$ cat config.mk
export PLATFORM = sky130hd
export DESIGN_NAME = loop_sequencer
export DESIGN_NICKNAME = d
export VERILOG_FILES = /design/src/rtl/logic_noise_pkg.sv /design/src/rtl/loop_sequencer_tempo_divider.sv /design/src/rtl/loop_sequencer.sv
export SDC_FILE = /design/constraint.sdc
export NUM_CORES = 1
export LEC_CHECK = 0
export ABC_AREA = 1
export BUFFER_PORTS_ARGS = -buffer_cell sky130_fd_sc_hd__buf_2
export CELL_PAD_IN_SITES_DETAIL_PLACEMENT = 2
export CELL_PAD_IN_SITES_GLOBAL_PLACEMENT = 2
export CORE_MARGIN = 1
export CORE_UTILIZATION = 29
export CTS_CLUSTER_DIAMETER = 80
export DETAILED_ROUTE_END_ITERATION = 10
export PLACE_DENSITY = 0.78
export SETUP_SLACK_MARGIN = 0.15
export SYNTH_ARGS = -nofsm -noshare
export SYNTH_HDL_FRONTEND = slang
export SYNTH_SLANG_ARGS = --single-unit
$ cat constraint.sdc
create_clock -name clk -period 1.8 [get_ports clk]
set_input_delay 0.18 -clock clk [delete_from_list [all_inputs] [get_ports clk]]
set_output_delay 0.18 -clock clk [all_outputs]
set_load 0.01 [all_outputs]
$ cat src/rtl/logic_noise_pkg.sv
// Shared types for the logic-noise voice blocks.
// Holds the sequencer transport state encoding.
package logic_noise_pkg;

   typedef enum logic [1:0] {
      STOPPED = 2'd0,
      RUNNING = 2'd1,
      PAUSED  = 2'd2
   } seq_state_t;

endpackage

$ cat src/rtl/loop_sequencer_tempo_divider.sv
// Tempo divider: counts clocks within a step and flags the step boundary.
// The period is re-latched only at a wrap or a restart, so edits apply from the next step.
module tempo_divider #(
   parameter int DIVW = 24
) (
   input  logic            clk,
   input  logic            rst,
   input  logic            en,
   input  logic            restart,
   input  logic [DIVW-1:0] tempo_top,
   output logic [DIVW-1:0] div_cnt,
   output logic            tick
);

   logic [DIVW-1:0] tempo_top_lat;

   // >= rather than == so a shortened period can never force a full counter wrap-around.
   assign tick = en & ~restart & (div_cnt >= tempo_top_lat);

   // NOTE: sequential state uses non-blocking assignments so every flop samples pre-edge values.
   always_ff @(posedge clk or negedge rst) begin
      if (!rst) begin
         div_cnt       <= '0;
         tempo_top_lat <= '0;
      end else if (restart) begin
         div_cnt       <= '0;
         tempo_top_lat <= tempo_top;
      end else if (en) begin
         if (tick) begin
            div_cnt       <= '0;
            tempo_top_lat <= tempo_top;
         end else begin
            div_cnt <= div_cnt + 1'b1;
         end
      end
   end

endmodule

$ cat src/rtl/loop_sequencer.sv
// Step sequencer: transport FSM, editable WIDTH-step pattern and per-step note gate.
// The gate is ANDed with the oscillator upstream to form pwmout.
module loop_sequencer
   import logic_noise_pkg::*;
#(
   parameter int               WIDTH        = 16,
   parameter int               DIVW         = 24,
   parameter logic [WIDTH-1:0] INIT_PATTERN = '0,
   localparam int              SW           = $clog2(WIDTH)
) (
   input  logic             clk,
   input  logic             rst,
   input  logic [DIVW-1:0]  tempo_top,
   input  logic [DIVW-1:0]  gate_len,
   input  logic             start,
   input  logic             pause,
   input  logic             stop,
   input  logic             set,
   input  logic             clear,
   output logic [WIDTH-1:0] pattern_out,
   output logic [SW-1:0]    step,
   output logic             step_tick,
   output logic             running,
   output logic             gate
);

   seq_state_t      state;
   logic [DIVW-1:0] div_cnt;
   logic            div_tick;
   logic            do_restart;
   logic            div_en;

   // Start from STOPPED or RUNNING rewinds to step 0; from PAUSED it only resumes.
   assign do_restart = start & ~stop & (state != PAUSED);
   assign div_en     = (state == RUNNING) & ~stop & ~start & ~pause;

   tempo_divider #(.DIVW(DIVW)) u_div (
      .clk       (clk),
      .rst       (rst),
      .en        (div_en),
      .restart   (stop | do_restart),
      .tempo_top (tempo_top),
      .div_cnt   (div_cnt),
      .tick      (div_tick)
   );

   always_ff @(posedge clk or negedge rst) begin
      if (!rst) begin
         state       <= STOPPED;
         step        <= '0;
         step_tick   <= 1'b0;
         running     <= 1'b0;
         // NOTE: the pattern is a plain register bank, so it is reset like any other state.
         pattern_out <= INIT_PATTERN;
      end else begin
         step_tick <= do_restart | div_tick;

         if (stop) begin
            state   <= STOPPED;
            running <= 1'b0;
            step    <= '0;
         end else if (start) begin
            state   <= RUNNING;
            running <= 1'b1;
            if (state != PAUSED) step <= '0;
         end else if (pause && state == RUNNING) begin
            state   <= PAUSED;
            running <= 1'b0;
         end else if (div_tick) begin
            step <= step + 1'b1;
         end

         // Edits target the step as registered this cycle, even while it advances.
         if (clear)    pattern_out[step] <= 1'b0;
         else if (set) pattern_out[step] <= 1'b1;
      end
   end

   assign gate = running & pattern_out[step] & (div_cnt < gate_len);

endmodule

==> impl_results.md <==
* CP dominant cell by count: nand2_2
* Vias at approximately 6,000
* HP Start: tempo_top[19]
* Worst skew pair latency at 0.37 ns
* DR pass1 iterations at 4
* Max VDD drop at roughly 0.97 mV
* CP Data Required Time at 2.04 ns
* CP Class: reg2reg
* Switch Pwr at around 1.8 mW
* Final setup viols at 54
* Worst-margin pin slew at slightly below 0.5 ns
* CP max FO at 6
* Die H at 133 um
* Synthesis Warnings at 0
* Area of the multi-input gates at 3510 um^2
* Distinct cell type count after synthesis at 34
* Hold/Removal Path Class: in2reg
* Port bufs at between 70 and 80
* Layout area overhead at 56.5%
* Worst r2r src: u_div.div_cnt[19]$_DFFE_PN0P_
* Initial antenna violation count at 0
* Final min period at around 2.7 ns
* Core area at ~17,000 um^2
* Fin crit share at 151%
* RSZ-0062 raised after global routing: yes
* Total GRT Usage at ~30%
* Initial DRC Count at approximately 350
* Average size of a mapped cell at 7.12 um^2
* WHS Path Cells at 3
* Slew Limit Fails at 0
* Clk pwr share at between 40% and 50%
* Commonest non-fill, non-tap cell in the layout: nand2_1
* Fin cells at around 1,100
* Largest net degree at the start of global routing at between 70 and 80
* Final RePlAce weighted congestion at between 0.8 and 0.9
* Sw Ratio at between 30% and 40%
* Initial Util at 30.0%
* Worst reg2reg path depth at 16
* PnR worst setup slack at -0.919 ns
* Final Skew at ~0.018 ns
* CTS tree: built
* Max-cap violation count at 0
* Slowest stage cell, crit path: dfrtp_1
* Row count at 47
* Clock buffer depth at 2
* Internal power at 3.44 mW
* Tot Pwr at about 5.2 mW
* Reg2reg end: step[2]$_DFFE_PN0P_
* Dpl cells at about 1,100
* # clock sinks at 71
* First-pass GRT wire length at ~40,000 um
* Commonest cells after routing, fill and taps aside: 148 x nand2_1, 91 x inv_1, 77 x buf_2
* Reg power frac at approximately a third
* Number of CTS-inserted buffers at 9
* Die area at roughly 18,000 um^2
* CP cell instances: buf_6 -> buf_6 -> ha_4 -> nand2_4 -> nor2_4 -> nand2_2 -> nor2_2 -> nand2_1 -> nor2_2 -> nand2_2 -> nand3_4 -> nand2_8 -> buf_12 -> buf_16 -> nand2_2 -> nand2_1
* Number of global-route vias before repair at between 6,000 and 7,000
* Register bit total from synthesis at between 70 and 80
* Reg clk slew, reported paths at roughly 0.07 ns
* Worst R2R Setup Slack at -0.92 ns
* Normalized max-slew margin at between 60 and 70%
* H-Tree Depth at 3
* Max incr delay on CP at 0.41 ns
* Post-DP HPWL at between 10,000 and 15,000 um
* Reg area at 1780 um^2
* Final hold vios at 0
* Fmax at 368 MHz
* DRT Wirelength at 30,100 um
* Pleak at between 4 and 5 nW
* Failing checks: negative setup slack
* Comb power frac at between 20% and 30%
* Critical Path Source Type: flop
* Hold endpoint: u_div.tempo_top_lat[19]$_DFFE_PN0P_
* Filler Cells Inserted at between 1,500 and 2,000
* Post-Place Setup Slack at -0.381 ns
* Sequential share of the synthesized area at 35.5%
* DRC Markers at 0
* Grt total ovfl at 0
* Clock root cell: clkbuf_16
* Diode count at 0
* Crit path arrival time at 2.95 ns
* Status: finished, violations left
* Syn Inst Count at roughly 700
* Final ANT Viol Nets at 0
* Fin nets at 989
* Die W at around 130 um
* Cell area after synthesis at 5010 um^2
* Post-DR wirelength/cell at around 27 um
* Drt via density at 5.47
* I/O Pins at between 70 and 80
* Share of cells above drive strength 1 at 40.5%
* Pwr/cell area at roughly 670 nW/um^2
* Syn_nets at slightly above 800
* Worst setup EP type: flop
worst max-delay path: cells and delay by family, from the launching register on:
kind | cells | cell delay, ns
and+or+nand+nor | 11 | 1.27
adders and majority gates | 1 | 0.30
DFF | 1 | 0.41
buffers and inverters | 4 | 0.58
worst max-delay path by stage:
stage | slack, ns | cells past startpoint | end | startpoint
after global placement | -0.21 | 10 | gate | u_div.div_cnt[21]$_DFFE_PN0P_
after CTS | -0.59 | 10 | gate | u_div.div_cnt[22]$_DFFE_PN0P_
after detailed placement | -0.38 | 10 | gate | u_div.div_cnt[23]$_DFFE_PN0P_
final | -0.92 | 16 | step[2]$_DFFE_PN0P_ | u_div.div_cnt[19]$_DFFE_PN0P_
after floorplan | -0.06 | 14 | step[1]$_DFFE_PN0P_ | u_div.div_cnt[23]$_DFFE_PN0P_
after global routing | -0.92 | 16 | step[2]$_DFFE_PN0P_ | u_div.div_cnt[19]$_DFFE_PN0P_
routing by layer:
layer / global-route usage, % / up-vias / wire length [um] / part of all wire (%)
met5: 0 / - / 0 / 0
met4: 16.5 / 0 / 1610 / 5.3
met2: 53.0 / 218 / 15200 / 50
met1: 34.0 / 3117 / 12000 / 40
li1: - / 2619 / - / -
met3: 4.49 / 102 / 1320 / 4.4
layout make-up:
type	count	area share, %
Clock inverter	7	1.23
Multi-Input combinational cell	515	44.7
Inverter	101	5.08
Timing Repair inverter	2	0.303
Tap cell	220	3.51
Timing Repair Buffer	182	19.5
Sequential cell	71	22.8
Clock buffer	9	2.87
cell usage after synthesis:
master	instances	share of area, %
or2_2	2	0.25
a21oi_4	1	0.32
inv_2	2	0.15
a31o_2	1	0.17
a21o_1	2	0.30
nand2_1	216	16
xor2_1	8	1.4
a31oi_1	12	1.5
buf_6	2	0.45
buf_2	7	0.70
o211ai_1	1	0.15
o21a_1	3	0.45
clkbuf_1	6	0.45
clkinv_1	4	0.30
dfrtp_1	71	35
ha_1	52	13
buf_4	1	0.15
inv_1	95	7.1
nor4_1	1	0.13
and3_1	1	0.13
nand3_1	39	3.9
a21oi_2	1	0.17
o21bai_1	2	0.30
xnor2_1	3	0.52
nand3b_1	3	0.45
o21ai_0	20	2.0
nor3_1	1	0.10
nand2_2	3	0.37
nand3_4	1	0.35
nor2_2	4	0.50
a21oi_1	34	3.4
nor2_1	77	5.8
o22ai_1	4	0.50
nand4_1	23	2.9
stage by stage:
stage | hold slack, ns | area, um^2 | utilization, % | TNS (ns)
2_1_floorplan | -0.116 | 5040 | - | -0.576
3_3_place_gp | 0.240 | 6160 | 36.9 | -4.77
3_5_place_dp | 0.248 | 6160 | 36.9 | -11.82
4_1_cts | 0.0571 | 7200 | 43.1 | -20.61
5_1_grt | 0.0547 | 7840 | 46.9 | -39.69
6_report | 0.0536 | 7840 | 46.9 | -38.79
cells by family (layout without fill, tap and decap cells):
family          count (synthesis)  in the layout  share of synthesized area (%)
flops                          71             71                           35.5
fa+ha+maj                      52             52                           13.0
buf+inv                       117            301                           9.32
simple gates                  371            371                           31.0
compound gates                 81             81                           9.27
xor+xnor                       11             11                           1.92
power by group through the flow:
stage               clock [mW]  combinational (mW)  sequential, mW
detailed placement           0               0.754            1.78
CTS                       2.03                1.01            1.76
finish                    2.09                1.33            1.81
global placement             0               0.677            1.78
global route              2.16                1.38            1.81
floorplan                    0               0.387            1.77
what timing repair did:
item                       CTS  global route
resized for setup           99           133
setup endpoints to repair   54            66
setup buffers               14            17
gates cloned                 8             1
hold endpoints to repair    71             0
hold buffers                 1             0
pin swaps                   24            28
Note: power is estimated with default switching activity, not from simulation.
